## config.mk

```make
export PLATFORM = sky130hd
export DESIGN_NAME = gain_ramp
export DESIGN_NICKNAME = d
export VERILOG_FILES = /design/src/rtl/gain_ramp.sv
export SDC_FILE = /design/constraint.sdc
export NUM_CORES = 1
export LEC_CHECK = 0
export BUFFER_PORTS_ARGS = -buffer_cell sky130_fd_sc_hd__buf_2
export CAP_MARGIN = 20
export CORE_MARGIN = 4
export CORE_UTILIZATION = 50
export CTS_BUF_LIST = sky130_fd_sc_hd__clkbuf_4
export DETAILED_ROUTE_END_ITERATION = 12
export PLACE_DENSITY_LB_ADDON = 0.08
export SLEW_MARGIN = 20
export SYNTH_ARGS = -nofsm -noshare
export SYNTH_HDL_FRONTEND = slang
export SYNTH_SLANG_ARGS = --single-unit
```

## constraint.sdc

```tcl
create_clock -name i_clk -period 6.84 [get_ports i_clk]
set_clock_uncertainty 0.15 [all_clocks]
set_input_delay 1.026 -clock i_clk [delete_from_list [all_inputs] [get_ports i_clk]]
set_output_delay 1.026 -clock i_clk [all_outputs]
set_load 0.01 [all_outputs]
```

## src/rtl/gain_ramp.sv

```systemverilog
// Per-channel ramped gain: 2-stage multiply then round/saturate pipeline.
// Ports: i_clk/i_rst_n, sample in (valid/ready), target write, sample out (valid/ready).
module gain_ramp #(
    parameter int FXP_SIZE       = 16,
    parameter int BITS_PER_LEVEL = 12,
    parameter int CHANNELS       = 2,
    parameter int RAMP_STEP      = 16,
    localparam int CHW = (CHANNELS > 1) ? $clog2(CHANNELS) : 1
) (
    input  logic                i_clk,
    input  logic                i_rst_n,
    input  logic                i_valid,
    output logic                o_ready,
    input  logic [FXP_SIZE-1:0] i_sample,
    input  logic [CHW-1:0]      i_channel,
    input  logic                i_bypass,
    input  logic                i_gain_we,
    input  logic [CHW-1:0]      i_gain_ch,
    input  logic [FXP_SIZE-1:0] i_gain_target,
    output logic                o_valid,
    input  logic                i_ready,
    output logic [FXP_SIZE-1:0] o_sample,
    output logic [CHW-1:0]      o_channel,
    output logic                o_clip
);
    localparam int PW = 2 * FXP_SIZE + 2;
    localparam logic [FXP_SIZE-1:0] UNITY =
        {{(FXP_SIZE-1){1'b0}}, 1'b1} << BITS_PER_LEVEL;
    localparam logic [FXP_SIZE-1:0] STEP = FXP_SIZE'(RAMP_STEP);
    localparam logic signed [PW-1:0] RND =
        {{(PW-1){1'b0}}, 1'b1} << (BITS_PER_LEVEL - 1);

    logic [FXP_SIZE-1:0] cur_q [CHANNELS];
    logic [FXP_SIZE-1:0] cur_d [CHANNELS];
    logic [FXP_SIZE-1:0] tgt_q [CHANNELS];
    logic [FXP_SIZE-1:0] tgt_d [CHANNELS];

    logic                 s1_valid_q, s1_valid_d;
    logic                 s1_bypass_q, s1_bypass_d;
    logic [FXP_SIZE-1:0]  s1_sample_q, s1_sample_d;
    logic [CHW-1:0]       s1_channel_q, s1_channel_d;
    logic signed [PW-1:0] s1_prod_q, s1_prod_d;

    logic                o_valid_q, o_valid_d;
    logic [FXP_SIZE-1:0] o_sample_q, o_sample_d;
    logic [CHW-1:0]      o_channel_q, o_channel_d;
    logic                o_clip_q, o_clip_d;

    logic                    accept;
    logic [FXP_SIZE-1:0]     gain;
    logic signed [FXP_SIZE:0] g_ext;
    logic signed [FXP_SIZE:0] s_ext;
    logic signed [PW-1:0]    sum;
    logic signed [PW-1:0]    sh;
    logic                    fits;
    logic [FXP_SIZE-1:0]     sat;

    function automatic logic [FXP_SIZE-1:0] ramp_to(
        input logic [FXP_SIZE-1:0] cur,
        input logic [FXP_SIZE-1:0] tgt
    );
        logic [FXP_SIZE-1:0] diff;
        if (tgt > cur) begin
            diff = tgt - cur;
            return cur + ((diff > STEP) ? STEP : diff);
        end else if (cur > tgt) begin
            diff = cur - tgt;
            return cur - ((diff > STEP) ? STEP : diff);
        end
        return cur;
    endfunction

    assign o_ready = !o_valid_q || i_ready;
    assign accept  = i_valid && o_ready;

    // Ramp uses the old target, so a same-cycle write takes effect next sample.
    // Out-of-range channels match no entry: gain stays 0, no state moves.
    always_comb begin
        gain  = '0;
        cur_d = cur_q;
        tgt_d = tgt_q;
        for (int c = 0; c < CHANNELS; c++) begin
            if (i_gain_we && i_gain_ch == CHW'(c)) begin
                tgt_d[c] = i_gain_target;
            end
            if (i_channel == CHW'(c)) begin
                gain = cur_q[c];
                if (accept) begin
                    cur_d[c] = ramp_to(cur_q[c], tgt_q[c]);
                end
            end
        end
    end

    assign g_ext = signed'({1'b0, gain});
    assign s_ext = signed'({i_sample[FXP_SIZE-1], i_sample});

    always_comb begin
        s1_valid_d   = s1_valid_q;
        s1_bypass_d  = s1_bypass_q;
        s1_sample_d  = s1_sample_q;
        s1_channel_d = s1_channel_q;
        s1_prod_d    = s1_prod_q;
        if (o_ready) begin
            s1_valid_d = i_valid;
            if (i_valid) begin
                s1_bypass_d  = i_bypass;
                s1_sample_d  = i_sample;
                s1_channel_d = i_channel;
                s1_prod_d    = PW'(g_ext) * PW'(s_ext);
            end
        end
    end

    // Round half toward +inf, then clamp if the upper bits are not all sign.
    assign sum  = s1_prod_q + RND;
    assign sh   = sum >>> BITS_PER_LEVEL;
    assign fits = (&sh[PW-1:FXP_SIZE-1]) || !(|sh[PW-1:FXP_SIZE-1]);
    assign sat  = sh[PW-1] ? {1'b1, {(FXP_SIZE-1){1'b0}}}
                           : {1'b0, {(FXP_SIZE-1){1'b1}}};

    always_comb begin
        o_valid_d   = o_valid_q;
        o_sample_d  = o_sample_q;
        o_channel_d = o_channel_q;
        o_clip_d    = o_clip_q;
        if (o_ready) begin
            o_valid_d = s1_valid_q;
            if (s1_valid_q) begin
                o_channel_d = s1_channel_q;
                if (s1_bypass_q) begin
                    o_sample_d = s1_sample_q;
                    o_clip_d   = 1'b0;
                end else begin
                    o_sample_d = fits ? sh[FXP_SIZE-1:0] : sat;
                    o_clip_d   = !fits;
                end
            end
        end
    end

    always_ff @(posedge i_clk or negedge i_rst_n) begin
        if (!i_rst_n) begin
            for (int c = 0; c < CHANNELS; c++) begin
                cur_q[c] <= UNITY;
                tgt_q[c] <= UNITY;
            end
            s1_valid_q   <= 1'b0;
            s1_bypass_q  <= 1'b0;
            s1_sample_q  <= '0;
            s1_channel_q <= '0;
            s1_prod_q    <= '0;
            o_valid_q    <= 1'b0;
            o_sample_q   <= '0;
            o_channel_q  <= '0;
            o_clip_q     <= 1'b0;
        end else begin
            for (int c = 0; c < CHANNELS; c++) begin
                cur_q[c] <= cur_d[c];
                tgt_q[c] <= tgt_d[c];
            end
            s1_valid_q   <= s1_valid_d;
            s1_bypass_q  <= s1_bypass_d;
            s1_sample_q  <= s1_sample_d;
            s1_channel_q <= s1_channel_d;
            s1_prod_q    <= s1_prod_d;
            o_valid_q    <= o_valid_d;
            o_sample_q   <= o_sample_d;
            o_channel_q  <= o_channel_d;
            o_clip_q     <= o_clip_d;
        end
    end

    assign o_valid   = o_valid_q;
    assign o_sample  = o_sample_q;
    assign o_channel = o_channel_q;
    assign o_clip    = o_clip_q;
endmodule
```

==> flow_results.org <==
** Clock network
- CTS Sinks :: 124
- No sink is reached through more buffers than the 2 on the longest clock path.
- Clock-pin slew on the worst setup and hold paths :: 140 ps
- Clock root cell :: sky130_fd_sc_hd__clkbuf_4
- Number of H-tree branching levels :: 4
- TritonCTS built the clock tree.
- Count of hold buffers inserted by post-cts repair :: 0
- Clock latency on the worst-skew pair :: 650 ps
- Total clock buffers created by CTS :: 17

** Floorplan
- Height of the chip :: 202.1 um
- Die Footprint :: 40860 um2
- Floorplan core area :: 36870 um2
- Cell Rows :: 70
- Initial cell density of the core :: 51.10%
- In this run the count of I/O pins placed on the die edge is 60.
- Die X :: 202.1 um

** Yosys
- For this run, the register share of the synthesized area comes to 16.49%.
- Number of library cell types mapped by synthesis :: 88
- Total of flip-flops plus latches after synthesis :: 124
- Synth area leader :: sky130_fd_sc_hd__fa_1
- Async SR Flop Fraction :: 100.0%
- Average size of a mapped cell :: 8.561 um2
- Number of standard cells after synthesis :: 2201
- Synthesis produced a netlist with a net count of 2656.
- Ranked by total cell area, the synthesized netlist is headed by sky130_fd_sc_hd__fa_1 (21%), sky130_fd_sc_hd__dfrtp_1 (16%), sky130_fd_sc_hd__ha_1 (14%).
- In this run the biggest area consumer among cell types represents 21.14% of the synthesized area.
- Number of enable flip-flop cells after synthesis :: 0
- The cell area that synthesis handed to floorplanning was 18840 um2.
- Count of yosys warnings during synthesis :: 0
- Most used flip-flop cell after synthesis :: sky130_fd_sc_hd__dfrtp_1

** Route
- Detailed Route WL :: 51760 um
- Number of DRC violations after detailed routing :: 0
- Summing over every cut layer, the via total after detailed routing is 15540.
- Before antenna repair, the detailed router went through 7 iterations.
- In this run, the number of DRC markers left after iteration 0 of detailed routing was 756.
- Dividing the detail-routed wire length by the instance count gives 17.75 um.
- Vias per Instance :: 5.332
- Count of antenna-violating nets left after detailed routing :: 0

** Worst setup path
- Critical path start-end classification :: input pin to flip-flop
- Required time reported for the critical path endpoint :: 7200 ps
- Measured in cells, the most critical reg-to-reg path has a length of 27.
- Slowest cell on the critical path :: sky130_fd_sc_hd__fa_1
- The worst register-to-register path ends at s1_prod_q[31].
- STA classifies the critical path endpoint as a flip-flop.
- In this design, the largest share of critical-path delay is due to adder cells.
- Buffering stage count on the worst path with inverters included :: 8
- In this run the register-to-register setup slack is -40 ps.
- The worst register-to-register path begins at cur_q[28].
- Startpoint class of the critical path :: input pin
- For this run, the slowest stage of the critical path takes 520 ps.
- Worst-path maximum fanout :: 8
- Data on the critical path arrives at its endpoint at 7300 ps.
- Most common cell type on the critical path :: sky130_fd_sc_hd__fa_1

** Status
- The run finished, with violations left.
- The final reports fail on negative setup slack.

** Finish
- The library cells used most frequently in the layout, excluding fill and tap cells, are sky130_fd_sc_hd__inv_1 (350), sky130_fd_sc_hd__nand2_1 (256), sky130_fd_sc_hd__ha_1 (210), sky130_fd_sc_hd__fa_1 (193), sky130_fd_sc_hd__buf_4 (189).
- Final design instance area without fill :: 21780 um2
- Fraction of layout instances using a drive strength above 1 :: 18.56%
- The finished layout holds 2915 standard cells, fillers aside.
- Leading cell type in the layout, fill and taps excluded :: sky130_fd_sc_hd__inv_1
- Relative to the synthesized area, the layout overhead comes to 15.60%.
- Filler cell count :: 3420
- Net count, final :: 2851

** Timing
- Setup-failing EPs final :: 7
- Number of hold-slack violations in the final timing report :: 0
- Max Transition Viols Final :: 0
- Period utilisation layout :: 101.5%
- Tightest slew margin relative to the limit :: 33.36%
- Worst setup margin :: -105.4 ps
- Slew at the pin closest to its max-slew limit :: 999.5 ps
- Maximum clock rate :: 144.0 MHz
- Setup repair after global routing missed its margin :: yes
- The smallest clock period supported by the final layout is computed as 6945 ps.

** Job
- Number of max-capacitance violations reported :: 0

** Global routing
- Summed over all layers, the global routing overflow is 0.
- The number of global-route vias before repair came to 16010.
- In the global route stage, overall resource usage came out at 25.56%.
- Entering global routing, the biggest net connects 69 pins.
- Antenna violations before repair :: 2
- The first global-routing pass estimated 83810 um of wire.

** Worst hold path
- The path class of the tightest hold or removal check is input pin to async pin.

** Placed design
- Counting tap cells, the placed design contains a total of 2858 instances.
- Gp weighted congestion :: 0.8986
- Once detailed placement completed, the half-perimeter wirelength came to 43060 um.
- Number of I/O port buffers :: 59
- Total cell area at the placement stage :: 20930 um2
==> worst register-to-register path, stage by stage, from the launching register on <==
cell	delay, ps
sky130_fd_sc_hd__dfstp_2	560
sky130_fd_sc_hd__inv_2	60
sky130_fd_sc_hd__o21ai_4	220
sky130_fd_sc_hd__buf_12	170
sky130_fd_sc_hd__nand2_4	50
sky130_fd_sc_hd__fa_1	520
sky130_fd_sc_hd__inv_1	60
sky130_fd_sc_hd__fa_1	480
sky130_fd_sc_hd__inv_1	50
sky130_fd_sc_hd__fa_1	470
sky130_fd_sc_hd__inv_1	50
sky130_fd_sc_hd__fa_1	460
sky130_fd_sc_hd__fa_1	510
sky130_fd_sc_hd__inv_1	50
sky130_fd_sc_hd__fa_1	480
sky130_fd_sc_hd__inv_2	50
sky130_fd_sc_hd__ha_4	240
sky130_fd_sc_hd__a211oi_2	180
sky130_fd_sc_hd__nand2_1	110
sky130_fd_sc_hd__or4_4	500
sky130_fd_sc_hd__o31ai_4	290
sky130_fd_sc_hd__o22ai_4	130
sky130_fd_sc_hd__a41oi_4	200
sky130_fd_sc_hd__a31oi_4	150
sky130_fd_sc_hd__a31o_4	250
sky130_fd_sc_hd__a21oi_2	120
sky130_fd_sc_hd__xor2_1	140
sky130_fd_sc_hd__o21ai_1	70
==> synthesized netlist by cell type (21+ instances only) <==
cell,n
sky130_fd_sc_hd__xor2_1,40
sky130_fd_sc_hd__a21o_1,56
sky130_fd_sc_hd__o21a_1,21
sky130_fd_sc_hd__inv_1,354
sky130_fd_sc_hd__ha_1,216
sky130_fd_sc_hd__nor2b_1,61
sky130_fd_sc_hd__o21ai_0,136
sky130_fd_sc_hd__xnor2_1,61
sky130_fd_sc_hd__a21oi_1,86
sky130_fd_sc_hd__mux2_2,38
sky130_fd_sc_hd__nand3_1,33
sky130_fd_sc_hd__and2_1,77
sky130_fd_sc_hd__clkbuf_1,79
sky130_fd_sc_hd__nand2_1,270
sky130_fd_sc_hd__nor2_1,90
sky130_fd_sc_hd__fa_1,199
sky130_fd_sc_hd__dfrtp_1,120
==> flip-flops by register name (all words and copies together), names as in the netlist <==
| signal | flops |
|---|---|
| s1_valid_q | 1 |
| o_channel | 1 |
| o_sample | 16 |
| s1_bypass_q | 1 |
| s1_channel_q | 1 |
| o_valid | 1 |
| cur_q | 32 |
| o_clip | 1 |
| s1_sample_q | 16 |
| s1_prod_q | 22 |
| tgt_q | 32 |
==> metrics by stage <==
stage / TNS, ps / hold slack (ps) / setup WS, ps / util, %
final: -405.5 / 178.1 / -105.4 / 59.07
after global routing: -1857 / 164.8 / -302.2 / 59.07
after CTS: -246.9 / 130.1 / -150.6 / 58.22
after detailed placement: -16230 / 319.2 / -1169 / 56.75
after global placement: -14150 / 309.9 / -1093 / 56.72
after floorplan: -5806 / 288.6 / -726.2 / -
==> routing by layer <==
layer  up-vias  routed length (um)  track usage [%]
met5         -                   0                0
met4         0                1644            8.487
met3        73                1915            3.401
met2       278               25130            43.32
met1      7616               23070            34.05
li1       7576                   -                -
==> layout make-up <==
| type | instances | area (um2) | area share (%) |
|---|---|---|---|
| sequential | 124 | 3108 | 14.27 |
| inverter | 354 | 1329 | 6.100 |
| tap | 504 | 630.6 | 2.895 |
| multi-input combinational | 1634 | 14410 | 66.17 |
| antenna | 2 | 5.005 | 0.02298 |
| timing repair buffer | 265 | 1979 | 9.087 |
| clock buffer | 18 | 135.1 | 0.6204 |
| clock inverter | 14 | 182.7 | 0.8386 |
==> worst max path at each step <==
stage,end,cells after the start,from,slack (ps)
2_1_floorplan,s1_prod_q[31],29,i_channel,-730
3_3_place_gp,s1_prod_q[31],26,i_channel,-1090
3_5_place_dp,s1_prod_q[31],26,i_channel,-1170
4_1_cts,s1_prod_q[31],27,cur_q[28],-150
5_1_grt,s1_prod_q[31],25,i_channel,-300
6_report,s1_prod_q[31],28,i_channel,-110
==> cells by family (layout without fill, tap and decap cells) <==
| logic type | count (synthesis) | after routing | synth area share, % |
|---|---|---|---|
| adder cells (fa/ha/maj) | 415 | 415 | 35.48 |
| buffers and inverters | 443 | 651 | 8.924 |
| XOR/XNOR | 101 | 101 | 4.695 |
| AO/OA/AOI/OAI | 438 | 438 | 15.34 |
| AND/OR/NAND/NOR | 635 | 635 | 16.40 |
| other | 0 | 2 | 0 |
| multiplexers | 45 | 45 | 2.663 |
| flip-flops | 124 | 124 | 16.49 |
==> what timing repair did <==
item | in CTS | in global routing
pin swaps | 17 | 17
setup endpoints to repair | 12 | 18
gates cloned | 1 | 2
resized for setup | 31 | 45
buffers inserted | 9 | 11
hold endpoints to repair | 0 | 0
Power is left out: the tool's default activity adds up to more than one toggle a clock period on the data nets, which glitch-free logic cannot reach.
